`src/rtl/nibble_serial_adder_ctrl.sv`:
```
// ---------------------------------------------------------------------------
// nibble_serial_adder_ctrl
//
// Performs a WIDTH-bit add over NIB = WIDTH/4 clock cycles by pushing one
// nibble per cycle, LSB first, through a single shared 4-bit carry-select
// slice. Operands arrive on a valid/ready handshake and the result leaves on
// another, so several wide adds can share one narrow slice at the cost of
// latency.
//
// Ports:
//   clk        rising-edge clock
//   rst_n      synchronous reset, active low
//   in_valid   producer has a, b, cin valid
//   in_ready   block can take operands (only while IDLE)
//   a, b       WIDTH-bit operands
//   cin        carry into nibble 0
//   out_valid  sum/cout/ovf are valid and held until out_ready
//   out_ready  consumer accepts the result
//   sum        a + b + cin modulo 2^WIDTH
//   cout       carry out of bit WIDTH-1
//   ovf        signed overflow (carry into MSB xor carry out of MSB)
//   busy       high while an add is in RUN or DONE
// ---------------------------------------------------------------------------
module nibble_serial_adder_ctrl #(
    parameter int WIDTH = 16
) (
    input  logic             clk,
    input  logic             rst_n,
    input  logic             in_valid,
    output logic             in_ready,
    input  logic [WIDTH-1:0] a,
    input  logic [WIDTH-1:0] b,
    input  logic             cin,
    output logic             out_valid,
    input  logic             out_ready,
    output logic [WIDTH-1:0] sum,
    output logic             cout,
    output logic             ovf,
    output logic             busy
);

    localparam int NIB  = WIDTH / 4;
    localparam int IDXW = (NIB > 1) ? $clog2(NIB) : 1;
    localparam logic [IDXW-1:0] LAST_IDX = IDXW'(NIB - 1);

    typedef enum logic [1:0] {
        IDLE = 2'd0,
        RUN  = 2'd1,
        DONE = 2'd2
    } state_t;

    state_t            state;
    logic [WIDTH-1:0]  op_a;
    logic [WIDTH-1:0]  op_b;
    logic              carry;
    logic [IDXW-1:0]   idx;

    logic [IDXW+1:0]   bit_base;
    logic [3:0]        a_nib;
    logic [3:0]        b_nib;
    logic [4:0]        s0;
    logic [4:0]        s1;
    logic [4:0]        slice;
    logic              carry_into_msb;

    // Operands can only be taken while idle, so in_ready is a pure state
    // decode and can never coincide with out_valid.
    assign in_ready = (state == IDLE);

    // The shared slice: both carry-in cases are computed in parallel and the
    // registered carry picks one. Bit 3's incoming carry is recovered from
    // the sum bit itself (s3 = a3 ^ b3 ^ c3), which is what the overflow
    // flag of the top nibble needs.
    always_comb begin
        bit_base       = {idx, 2'b00};
        a_nib          = op_a[bit_base +: 4];
        b_nib          = op_b[bit_base +: 4];
        s0             = {1'b0, a_nib} + {1'b0, b_nib};
        s1             = s0 + 5'd1;
        slice          = carry ? s1 : s0;
        carry_into_msb = a_nib[3] ^ b_nib[3] ^ slice[3];
    end

    // Sequencer: IDLE accepts operands, RUN walks the nibbles LSB first
    // writing one result nibble per cycle, DONE holds the result until the
    // consumer takes it. Reset wins over every transition, discarding any
    // in-flight add. Nibbles not yet written in RUN keep their old value.
    always_ff @(posedge clk) begin
        if (!rst_n) begin
            state     <= IDLE;
            op_a      <= '0;
            op_b      <= '0;
            carry     <= 1'b0;
            idx       <= '0;
            sum       <= '0;
            cout      <= 1'b0;
            ovf       <= 1'b0;
            out_valid <= 1'b0;
            busy      <= 1'b0;
        end else begin
            case (state)
                IDLE: begin
                    if (in_valid) begin
                        op_a  <= a;
                        op_b  <= b;
                        carry <= cin;
                        idx   <= '0;
                        busy  <= 1'b1;
                        state <= RUN;
                    end
                end
                RUN: begin
                    sum[bit_base +: 4] <= slice[3:0];
                    carry              <= slice[4];
                    idx                <= idx + 1'b1;
                    if (idx == LAST_IDX) begin
                        cout      <= slice[4];
                        ovf       <= carry_into_msb ^ slice[4];
                        out_valid <= 1'b1;
                        state     <= DONE;
                    end
                end
                DONE: begin
                    if (out_ready) begin
                        out_valid <= 1'b0;
                        busy      <= 1'b0;
                        state     <= IDLE;
                    end
                end
                default: begin
                    out_valid <= 1'b0;
                    busy      <= 1'b0;
                    state     <= IDLE;
                end
            endcase
        end
    end

endmodule

```
`config.mk`:
```
export PLATFORM = sky130hd
export DESIGN_NAME = nibble_serial_adder_ctrl
export DESIGN_NICKNAME = d
export VERILOG_FILES = /design/src/rtl/nibble_serial_adder_ctrl.sv
export SDC_FILE = /design/constraint.sdc
export NUM_CORES = 1
export LEC_CHECK = 0
export ABC_CLOCK_PERIOD_IN_PS = 7550
export CAP_MARGIN = 30
export CORE_AREA = 2 2 72 74
export CTS_BUF_LIST = sky130_fd_sc_hd__clkbuf_2 sky130_fd_sc_hd__clkbuf_4 sky130_fd_sc_hd__clkbuf_8
export CTS_CLUSTER_SIZE = 14
export DETAILED_ROUTE_END_ITERATION = 8
export DIE_AREA = 0 0 74 76
export HOLD_SLACK_MARGIN = 0.03
export PLACE_DENSITY_LB_ADDON = 0.08
export SLEW_MARGIN = 30
export SYNTH_ARGS = -nofsm -noshare
export SYNTH_HDL_FRONTEND = slang
export SYNTH_SLANG_ARGS = --single-unit
```
`constraint.sdc`:
```
create_clock -name clk -period 7.55 [get_ports clk]
set_clock_uncertainty 0.05 [all_clocks]
set_input_delay 2.265 -clock clk [delete_from_list [all_inputs] [get_ports clk]]
set_output_delay 2.265 -clock clk [all_outputs]
set_load 0.02 [all_outputs]
```
==> results.md <==
- Status: finished, final reports clean
- CTS clock-pin slew for the worst setup and hold paths: 60 ps
- Drt drc: 0
- Number of max-capacitance violations reported: 0
- Setup repair after global routing missed its margin: false
- Antenna violations before repair: 0
- #FFs+latches synth: 57
- Overall track demand over capacity in global routing: 21.1%
- GR Util met2: 31.8%
- Post-Synthesis Net Count: about 350
- Number of detailed-route iterations in the first pass: 4
- Distinct cell type count after synthesis: 34
- Maximum number of buffers from clock root to sink: 2
- Cell row count: 26
- Most common flop cell mapped by yosys: sky130_fd_sc_hd__dfxtp_1
- Share of synthesized area occupied by flip-flops and latches: 44.1%
- Post-Route Utilization: approximately two thirds
- Die boundary width: 74 um
- Capturing element type of the critical path: primary output
- CP Data Required Time: 5240 ps
- Cells after synthesis: between 200 and 300
- Post-CTS Setup Bufs: 0
- Max-slew headroom at the worst pin: 43.9%
- Overall power consumption: around 0.66 mW
- Highest clock frequency the design can meet: roughly 270 MHz
- Maximum number of pins on one net before global-route repair: 40
- Worst hold slack: 401 ps
- Clock tree root driver cell: sky130_fd_sc_hd__clkbuf_8
- GRT Residual Overflow: 0
- Port Buf Inserts: 57
- Largest voltage drop on the vdd net: roughly 150 uV
- Via total after detailed routing: 2207
- Total Wirelength: approximately 5400 um
- Post-DR vias/cell: 5.22
- Die area: approximately 5600 um2
- Mean area per synthesized cell: 8.72 um2
- Path type of the worst setup path: reg -> out
- Number of flops mapped to enable cells by yosys: 0
- Final worst-path cycle share: 49.7%
- Met1 layer usage reported by global route: a little over a quarter
- Source-to-sink clock delay at the later pin of the worst-skew pair: 330 ps
- Total power density per cell area: 197 nW/um2
- DRT antenna net count: 0
- Count of final setup violators: 0
- Via count of the first global-routing pass: between 2000 and 2500
- Fraction of registers with async set or reset after synthesis: 0%
- Largest fanout on the critical path: 8
- Leakage power summed over all cells: about 1.3 nW
- DP Wirelength: 3790 um
- Most used routing layer: met2
- Wire length of the first global-routing pass: 9220 um
- Number of CTS-inserted buffers: 9
- Core region area: 4910 um2
- Min-Delay Path Class: reg -> reg
- Total inserted antenna cells: 0
- Synthesis warning total: 0
- DR WL/cell: approximately 13 um
- Data arrival time of the critical path: 1440 ps
- Number of hold buffers added after cts: 0
- Kind of start point of the critical path: register
- CTS tree: done
- Fin nets: 400
- Proportion of layout cells with a drive suffix above 1: 8.78%
- H-tree Lvls: 3
- Transition time at the pin with the least slew margin: around 840 ps
- Final Hold Violating Endpoints: 0
- CTS-repair resized insts: 0
- Post-Synthesis Cell Area: 2590 um2
- Area added between synthesis and finish: 29.7%
- Die height: around 76 um
- Fin crit period: 3760 ps
- Final GP Congestion: 0.803
- Starting density of the core: 52.7%
- I/O pin cnt: 58
- Starting DRC count in detailed routing: 86
- TritonCTS sink count: 57
- Met3 Track Usage GR: 4.76%
- Aggregate negative setup slack: 0 ps
- Pre-CTS setup slack: 3510 ps
- Number of slew-limit violations in the final report: 0
- Slack of the critical path: 3790 ps
-- cells by family (layout without fill, tap and decap cells) --
| kind of cell | count (synthesis) | count (layout) | share of synthesized area (%) |
|---|---|---|---|
| and+or+nand+nor | 124 | 124 | 21.2 |
| AOI/OAI and AO/OA | 67 | 67 | 15.5 |
| DFF | 57 | 57 | 44.1 |
| buffers and inverters | 24 | 80 | 3.72 |
| adders and majority gates | 12 | 12 | 6.09 |
| muxes | 8 | 8 | 6.96 |
| xor gates and xnor gates | 5 | 5 | 2.51 |
-- state kept, by name (all words and copies together), names as in the netlist, 2 cells and up --
| name | cells |
|---|---|
| op_a | 16 |
| op_b | 16 |
| sum | 16 |
| idx | 2 |
| state | 2 |
-- metal layers --
layer / up-vias / wire [um]
met5: - / 0
met4: 0 / 177
met3: 14 / 202
met2: 51 / 2530
met1: 1017 / 2510
li1: 1125 / -
-- path summary, 6_finish.rpt --
check	cells after the start	endpoint	startpoint	slack, ps
worst max-delay path	2	in_ready	state[1]$_SDFFE_PN0P_	3790
worst min-delay path	2	op_a[0]$_SDFFE_PN0P_	op_a[0]$_SDFFE_PN0P_	400
worst max register to register	11	cout$_SDFFE_PN0P_	idx[0]$_SDFFE_PN0P_	3880
worst min register to register	2	op_a[0]$_SDFFE_PN0P_	op_a[0]$_SDFFE_PN0P_	400
-- report_power, final --
part / total [mW] / internal, mW / switching [mW]
sequential: 0.326 / 0.315 / 0.0108
clock: 0.235 / 0.129 / 0.105
combinational: 0.103 / 0.0490 / 0.0542
-- cells in the mapped netlist (all sizes together) (2+ instances only) --
cell,n,area share [%]
nor3,4,0.77
xor2,4,1.6
a21oi,41,7.9
nor2b,3,0.72
and2b,2,0.68
a22oi,17,4.9
ha,11,5.3
dfxtp,57,44
nor4b,4,1.6
nor4,2,0.48
mux4,8,7.0
o21ai,4,0.77
clkbuf,12,1.7
nor2,29,4.2
buf,4,0.82
inv,8,1.2
nand2,74,11
-- area by class of cell --
cell class / instances / area [um2]
clock buffers: 12 / 153
clock inverters: 1 / 5.00
fillers: 444 / 1550
inverters: 8 / 30.0
multi-input cells: 216 / 1360
flip-flops and latches: 57 / 1140
well taps: 70 / 87.6
repair buffers: 59 / 586
-- critical path: stages (launching register included) --
cell and delay (ps):
sky130_fd_sc_hd__dfxtp_1 380, sky130_fd_sc_hd__nor2_1 120, sky130_fd_sc_hd__clkdlybuf4s50_1 610
-- stage by stage --
stage / area, um2 / cells
after floorplan: 2590 / 297
after global placement: 3200 / 410
after detailed placement: 3200 / 410
after CTS: 3360 / 423
after global routing: 3360 / 423
final: 3360 / 423
-- placed cells by master, fill, tap and decap left out, types with 3 or more instances in the layout --
cell type and count:
sky130_fd_sc_hd__nand2_1 74, sky130_fd_sc_hd__dfxtp_1 57, sky130_fd_sc_hd__clkdlybuf4s50_1 57, sky130_fd_sc_hd__a21oi_1 41, sky130_fd_sc_hd__nor2_1 29, sky130_fd_sc_hd__a22oi_1 17, sky130_fd_sc_hd__ha_1 11, sky130_fd_sc_hd__clkbuf_8 10
sky130_fd_sc_hd__inv_1 8, sky130_fd_sc_hd__mux4_2 8, sky130_fd_sc_hd__nor3_1 4, sky130_fd_sc_hd__o21ai_0 4, sky130_fd_sc_hd__xor2_1 3, sky130_fd_sc_hd__nor4b_1 3
No activity file was read; power rests on OpenSTA's default activity.
